### src/rtl/seq_divider.sv
// Multi-cycle signed restoring divider, one quotient bit per cycle.
// Sits beside the ALU; busy stalls the pipe, result_rdy pulses once per division.
module seq_divider #(
    parameter int WIDTH = 32
) (
    input  logic             clock,
    input  logic             reset_n,
    input  logic             ctrl_div,
    input  logic [WIDTH-1:0] operand_a,
    input  logic [WIDTH-1:0] operand_b,
    output logic [WIDTH-1:0] quotient,
    output logic [WIDTH-1:0] remainder,
    output logic             exception,
    output logic             result_rdy,
    output logic             busy
);

    localparam int CW = (WIDTH > 1) ? $clog2(WIDTH) : 1;

    localparam logic [1:0] S_IDLE = 2'd0;
    localparam logic [1:0] S_ITER = 2'd1;
    localparam logic [1:0] S_FIX  = 2'd2;

    localparam logic [WIDTH-1:0] MIN_INT = {1'b1, {(WIDTH-1){1'b0}}};
    localparam logic [CW-1:0]    LAST    = CW'(WIDTH - 1);

    logic [1:0]       state_q, state_d;
    logic [CW-1:0]    count_q, count_d;
    logic [WIDTH-1:0] dvd_q, dvd_d;
    logic [WIDTH-1:0] dvs_q, dvs_d;
    logic [WIDTH-1:0] pr_q, pr_d;
    logic             sgnq_q, sgnq_d;
    logic             sgnr_q, sgnr_d;
    logic             exc_q, exc_d;
    logic [WIDTH-1:0] quo_q, quo_d;
    logic [WIDTH-1:0] rem_q, rem_d;
    logic             excout_q, excout_d;
    logic             rdy_q, rdy_d;

    logic [WIDTH-1:0] abs_a;
    logic [WIDTH-1:0] abs_b;
    logic             start_exc;
    logic [WIDTH:0]   pr_ext;
    logic [WIDTH:0]   diff;

    // Magnitude of MIN_INT wraps to 2^(WIDTH-1), which is correct as unsigned.
    assign abs_a = operand_a[WIDTH-1] ? -operand_a : operand_a;
    assign abs_b = operand_b[WIDTH-1] ? -operand_b : operand_b;

    assign start_exc = (operand_b == '0) ||
                       ((operand_a == MIN_INT) && (operand_b == '1));

    // pr stays below the divisor, so its top bit is always clear here.
    assign pr_ext = {pr_q, dvd_q[WIDTH-1]};
    assign diff   = pr_ext - {1'b0, dvs_q};

    always_comb begin
        state_d  = state_q;
        count_d  = count_q;
        dvd_d    = dvd_q;
        dvs_d    = dvs_q;
        pr_d     = pr_q;
        sgnq_d   = sgnq_q;
        sgnr_d   = sgnr_q;
        exc_d    = exc_q;
        quo_d    = quo_q;
        rem_d    = rem_q;
        excout_d = excout_q;
        rdy_d    = 1'b0;
        unique case (state_q)
            S_IDLE: begin
                if (ctrl_div) begin
                    sgnq_d  = operand_a[WIDTH-1] ^ operand_b[WIDTH-1];
                    sgnr_d  = operand_a[WIDTH-1];
                    dvd_d   = abs_a;
                    dvs_d   = abs_b;
                    pr_d    = '0;
                    count_d = '0;
                    exc_d   = start_exc;
                    state_d = start_exc ? S_FIX : S_ITER;
                end
            end
            S_ITER: begin
                if (diff[WIDTH]) begin
                    pr_d = pr_ext[WIDTH-1:0];
                end else begin
                    pr_d = diff[WIDTH-1:0];
                end
                dvd_d   = {dvd_q[WIDTH-2:0], ~diff[WIDTH]};
                count_d = count_q + CW'(1);
                if (count_q == LAST) begin
                    state_d = S_FIX;
                end
            end
            S_FIX: begin
                if (exc_q) begin
                    quo_d    = '0;
                    rem_d    = '0;
                    excout_d = 1'b1;
                end else begin
                    quo_d    = sgnq_q ? -dvd_q : dvd_q;
                    rem_d    = sgnr_q ? -pr_q : pr_q;
                    excout_d = 1'b0;
                end
                rdy_d   = 1'b1;
                state_d = S_IDLE;
            end
            default: begin
                state_d = S_IDLE;
            end
        endcase
    end

    always_ff @(posedge clock) begin
        if (!reset_n) begin
            state_q  <= S_IDLE;
            count_q  <= '0;
            dvd_q    <= '0;
            dvs_q    <= '0;
            pr_q     <= '0;
            sgnq_q   <= 1'b0;
            sgnr_q   <= 1'b0;
            exc_q    <= 1'b0;
            quo_q    <= '0;
            rem_q    <= '0;
            excout_q <= 1'b0;
            rdy_q    <= 1'b0;
        end else begin
            state_q  <= state_d;
            count_q  <= count_d;
            dvd_q    <= dvd_d;
            dvs_q    <= dvs_d;
            pr_q     <= pr_d;
            sgnq_q   <= sgnq_d;
            sgnr_q   <= sgnr_d;
            exc_q    <= exc_d;
            quo_q    <= quo_d;
            rem_q    <= rem_d;
            excout_q <= excout_d;
            rdy_q    <= rdy_d;
        end
    end

    assign quotient   = quo_q;
    assign remainder  = rem_q;
    assign exception  = excout_q;
    assign result_rdy = rdy_q;
    assign busy       = (state_q != S_IDLE);

endmodule

### config.mk
export PLATFORM = sky130hd
export DESIGN_NAME = seq_divider
export DESIGN_NICKNAME = d
export VERILOG_FILES = /design/src/rtl/seq_divider.sv
export SDC_FILE = /design/constraint.sdc
export NUM_CORES = 1
export LEC_CHECK = 0
export ABC_AREA = 1
export ABC_CLOCK_PERIOD_IN_PS = 3100
export CAP_MARGIN = 5
export CORE_UTILIZATION = 30
export DETAILED_ROUTE_END_ITERATION = 7
export GPL_ROUTABILITY_DRIVEN = 0
export GPL_TIMING_DRIVEN = 1
export PLACE_DENSITY = 0.45
export SLEW_MARGIN = 20
export SYNTH_ARGS = -nofsm -noshare
export SYNTH_HDL_FRONTEND = slang
export SYNTH_SLANG_ARGS = --single-unit
### constraint.sdc
create_clock -name clock -period 3.1 [get_ports clock]
set_clock_uncertainty 0.1 [all_clocks]
set_input_delay 0.62 -clock clock [delete_from_list [all_inputs] [get_ports clock]]
set_output_delay 0.62 -clock clock [all_outputs]
set_load 0.03 [all_outputs]
==> report_table.html <==
<table>
<tr><th>Metric</th><th>Value</th></tr>
<tr><th colspan="2">Power</th></tr>
<tr><td>Largest voltage drop on the vdd net</td><td>approximately 0.88 mV</td></tr>
<tr><td>Power per standard cell area</td><td>1085 nW/µm²</td></tr>
<tr><td>Total power</td><td>16.73 mW</td></tr>
<tr><td>Static power due to leakage</td><td>roughly 7 nW</td></tr>
<tr><th colspan="2">Cells and area</th></tr>
<tr><td>Area growth from synthesis to final layout</td><td>19.08%</td></tr>
<tr><td>Filler cells</td><td>4708</td></tr>
<tr><td>Most used cells in the layout excluding fill and tap cells</td><td>628 x nand2_1, 287 x inv_1, 218 x a21oi_1</td></tr>
<tr><td>Final Net Count</td><td>between 2000 and 2500</td></tr>
<tr><td>Commonest non-fill, non-tap cell in the layout</td><td>nand2_1</td></tr>
<tr><td>Layout cell share with drive strength beyond 1</td><td>under 10%</td></tr>
<tr><th colspan="2">Yosys</th></tr>
<tr><td>Register bit count reported by yosys</td><td>around 170</td></tr>
<tr><td>Synthesized instance count</td><td>2151</td></tr>
<tr><td>Flip-flop cell with the highest count after synthesis</td><td>dfxtp_1</td></tr>
<tr><td>Area of the mapped netlist</td><td>about 13000 µm²</td></tr>
<tr><td>Distinct cells, synth</td><td>50</td></tr>
<tr><td>Yosys Warn Count</td><td>0</td></tr>
<tr><td>Post-Synthesis Mean Instance Area</td><td>6.022 µm²</td></tr>
<tr><td>EDFF count, synth</td><td>0</td></tr>
<tr><td>Async set or reset register ratio after synthesis</td><td>0%</td></tr>
<tr><td>Sequential share of the synthesized area</td><td>26.58%</td></tr>
<tr><td>Post-Syn Nets</td><td>~2300</td></tr>
<tr><th colspan="2">Drt</th></tr>
<tr><td>Total vias in the final route</td><td>roughly 14000</td></tr>
<tr><td>Final routed DRC violation total</td><td>0</td></tr>
<tr><td>Post-detailed-route wirelength per cell</td><td>about 17 µm</td></tr>
<tr><td>Vias per cell</td><td>4.914</td></tr>
<tr><td>Number of iterations in the first detailed-routing pass</td><td>5</td></tr>
<tr><td>Iteration-0 DRC Markers</td><td>about 930</td></tr>
<tr><td>Routed Wire Length</td><td>between 40 and 50 mm</td></tr>
<tr><td>Final antenna-violating net count</td><td>0</td></tr>
<tr><th colspan="2">Job</th></tr>
<tr><td>Max-cap violations</td><td>0</td></tr>
<tr><th colspan="2">Critical path</th></tr>
<tr><td>Startpoint type of the worst setup path</td><td>flop</td></tr>
<tr><td>Required time worst endpoint</td><td>3340 ps</td></tr>
<tr><td>Setup CP Type</td><td>reg -&gt; reg</td></tr>
<tr><td>Critical path arrival</td><td>3010 ps</td></tr>
<tr><td>Maximum net fanout on the critical path</td><td>28</td></tr>
<tr><td>Endpoint type of the worst setup path</td><td>flop</td></tr>
<tr><th colspan="2">Placed design</th></tr>
<tr><td>Total of buffers placed on input and output ports</td><td>between 100 and 150</td></tr>
<tr><td>Detailed placer's ending HPWL</td><td>around 38 mm</td></tr>
<tr><th colspan="2">Clock tree</th></tr>
<tr><td>Buffers inserted by post-CTS timing repair</td><td>0</td></tr>
<tr><td>Gates resized, CTS repair</td><td>0</td></tr>
<tr><td>Clock Pin Slew Worst Setup and Hold Paths</td><td>around 70 ps</td></tr>
<tr><td>Clk Latency, worst-skew pair</td><td>450 ps</td></tr>
<tr><td>Hold-fix buffers at CTS</td><td>0</td></tr>
<tr><td>CTS tree</td><td>yes</td></tr>
<tr><td>CTS buffer count</td><td>17</td></tr>
<tr><td>Number of H-tree branching levels</td><td>4</td></tr>
<tr><td>Maximum buffer depth of the clock tree</td><td>2</td></tr>
<tr><td>Number of clock sinks</td><td>172</td></tr>
<tr><td>Root Driver</td><td>clkbuf_16</td></tr>
<tr><th colspan="2">Worst hold path</th></tr>
<tr><td>Class of the tightest hold or removal check</td><td>reg -&gt; reg</td></tr>
<tr><th colspan="2">Floorplan</th></tr>
<tr><td>Die Height</td><td>between 200 and 250 µm</td></tr>
<tr><td>Number of cell rows</td><td>75</td></tr>
<tr><td>DIE AREA</td><td>44010 µm²</td></tr>
<tr><td>Horizontal die dimension</td><td>between 200 and 250 µm</td></tr>
<tr><td>Area of the core</td><td>42230 µm²</td></tr>
<tr><td>Initial core utilization</td><td>a little under a third</td></tr>
<tr><td>Number of I/O pins</td><td>around 130</td></tr>
<tr><th colspan="2">Status</th></tr>
<tr><td>Status</td><td>finished clean</td></tr>
<tr><th colspan="2">STA</th></tr>
<tr><td>Max transition margin</td><td>about 39%</td></tr>
<tr><td>Period utilisation layout</td><td>around nine tenths</td></tr>
<tr><td>Transition time at the pin with the least slew margin</td><td>914.2 ps</td></tr>
<tr><td>Number of max-slew violations in the final report</td><td>0</td></tr>
<tr><td>Total setup violations reported at the end of the flow</td><td>0</td></tr>
<tr><td>Final Hold Violating Endpoints</td><td>0</td></tr>
<tr><td>Upper clock frequency limit</td><td>360.7 MHz</td></tr>
<tr><td>Final worst path period need</td><td>between 2000 and 3000 ps</td></tr>
<tr><td>Total negative slack for setup checks</td><td>0 ps</td></tr>
<tr><td>Setup repair after global routing missed its margin</td><td>no</td></tr>
<tr><th colspan="2">Global routing</th></tr>
<tr><td>Congestion Overflow GR</td><td>0</td></tr>
<tr><td>First-pass GRT wire length</td><td>between 70 and 80 mm</td></tr>
<tr><td>Number of global-route vias before repair</td><td>around 13000</td></tr>
<tr><td>Antenna violations before repair</td><td>0</td></tr>
<tr><td>Pin count of the biggest net entering global routing</td><td>73</td></tr>
<tr><td>Overall routing resource usage</td><td>21.97%</td></tr>
</table>
-- Yosys cell counts (all sizes together) (2+ instances only) --
| cell type | number | area [µm²] |
|---|---|---|
| o21bai | 6 | 45.04 |
| o211ai | 7 | 52.55 |
| nor3 | 40 | 225.2 |
| nand4 | 21 | 131.4 |
| inv | 307 | 1152 |
| nand2 | 664 | 2668 |
| xor2 | 21 | 183.9 |
| nand3b | 9 | 67.56 |
| nor2 | 164 | 630.6 |
| a31oi | 4 | 31.28 |
| or2 | 4 | 25.03 |
| o31ai | 3 | 22.52 |
| clkbuf | 51 | 191.4 |
| ha | 39 | 488.0 |
| and2 | 4 | 25.02 |
| o221ai | 12 | 105.1 |
| xnor2 | 20 | 175.2 |
| dfxtp | 172 | 3443 |
| a21oi | 240 | 1291 |
| o21ai | 110 | 554.3 |
| nor4 | 10 | 62.56 |
| nand3 | 204 | 1129 |
| buf | 29 | 170.2 |
| clkinv | 2 | 7.510 |
-- layout make-up --
type	count	area (µm²)	share of cell area, %
multi-input cells	1590	8011	51.94
repair buffers	155	1546	10.03
well taps	539	674.4	4.372
diodes	1	2.502	0.01622
inverters	309	1162	7.536
clock inverters	13	141.4	0.9166
flip-flops and latches	172	3443	22.32
clock buffers	19	442.9	2.872
-- sequential cells by signal, summed over array words and instances (netlist names) --
name / flops
quotient: 32
dvd_q: 32
sgnq_q: 1
exc_q: 1
result_rdy: 1
sgnr_q: 1
exception: 1
state_q: 2
count_q: 5
dvs_q: 32
pr_q: 32
remainder: 32
-- metrics by stage --
step	worst slack (ps)	hold slack (ps)	std cells	util, %	instance area [µm²]
after global placement	239.1	352.5	2765	35.14	14840
after CTS	322.7	365.9	2797	36.52	15420
final	327.7	363.4	2798	36.53	15420
after detailed placement	168.2	355.3	2765	35.14	14840
after global routing	81.68	382.6	2797	36.52	15420
after floorplan	765.3	344.4	2151	-	12950
-- layer usage --
layer	global-route usage, %	vias up	part of all wire, %
met4	7.777	0	3.1
met5	0	-	0
met1	30.14	6241	48
li1	-	7127	-
met2	35.16	308	45
met3	2.858	72	4.0
-- logic make-up (layout without fill, tap and decap cells) --
family                   count (synthesis)  in the layout  share of synthesized area [%]
AO/OA/AOI/OAI                          388            388                          16.60
XOR/XNOR                                41             41                          2.772
adder cells (fa/ha/maj)                 40             40                          3.922
buffers and inverters                  389            496                          11.75
flip-flops                             172            172                          26.58
other                                    0              1                              0
AND/OR/NAND/NOR                       1121           1121                          38.38
-- path summary, 6_finish.rpt --
check / from / end / slack (ps) / cells past startpoint
min reg2reg: remainder[29]$_SDFFE_PN0P_ / remainder[29]$_SDFFE_PN0P_ / 360 / 2
max: dvd_q[31]$_SDFFE_PN0P_ / pr_q[1]$_SDFFE_PN0P_ / 330 / 17
min: remainder[29]$_SDFFE_PN0P_ / remainder[29]$_SDFFE_PN0P_ / 360 / 2
max reg2reg: dvd_q[31]$_SDFFE_PN0P_ / pr_q[1]$_SDFFE_PN0P_ / 330 / 17
-- critical path, stage by stage, from the launching register on --
cell and delay, ps:
dfxtp_1 370, inv_1 120, ha_1 240, fa_1 400, inv_1 100, nand2_1 50, nand2_1 70, nand3_1 80
nand2_2 110, nand2_2 70, nand2_4 70, nand2_4 70, nand2_4 90, nand2_8 150, nand2_8 320, nand2_1 100
nand3_1 80, a21oi_1 60
-- where the power goes --
part	internal (mW)	total, mW	switching (mW)	leakage [nW]
sequential	2.52	3.01	0.491	1.40
clock	1.21	2.18	0.970	0.280
combinational	3.52	11.5	8.02	5.33
total	7.25	16.7	9.48	7.01
Note: power is estimated with default switching activity, not from simulation.
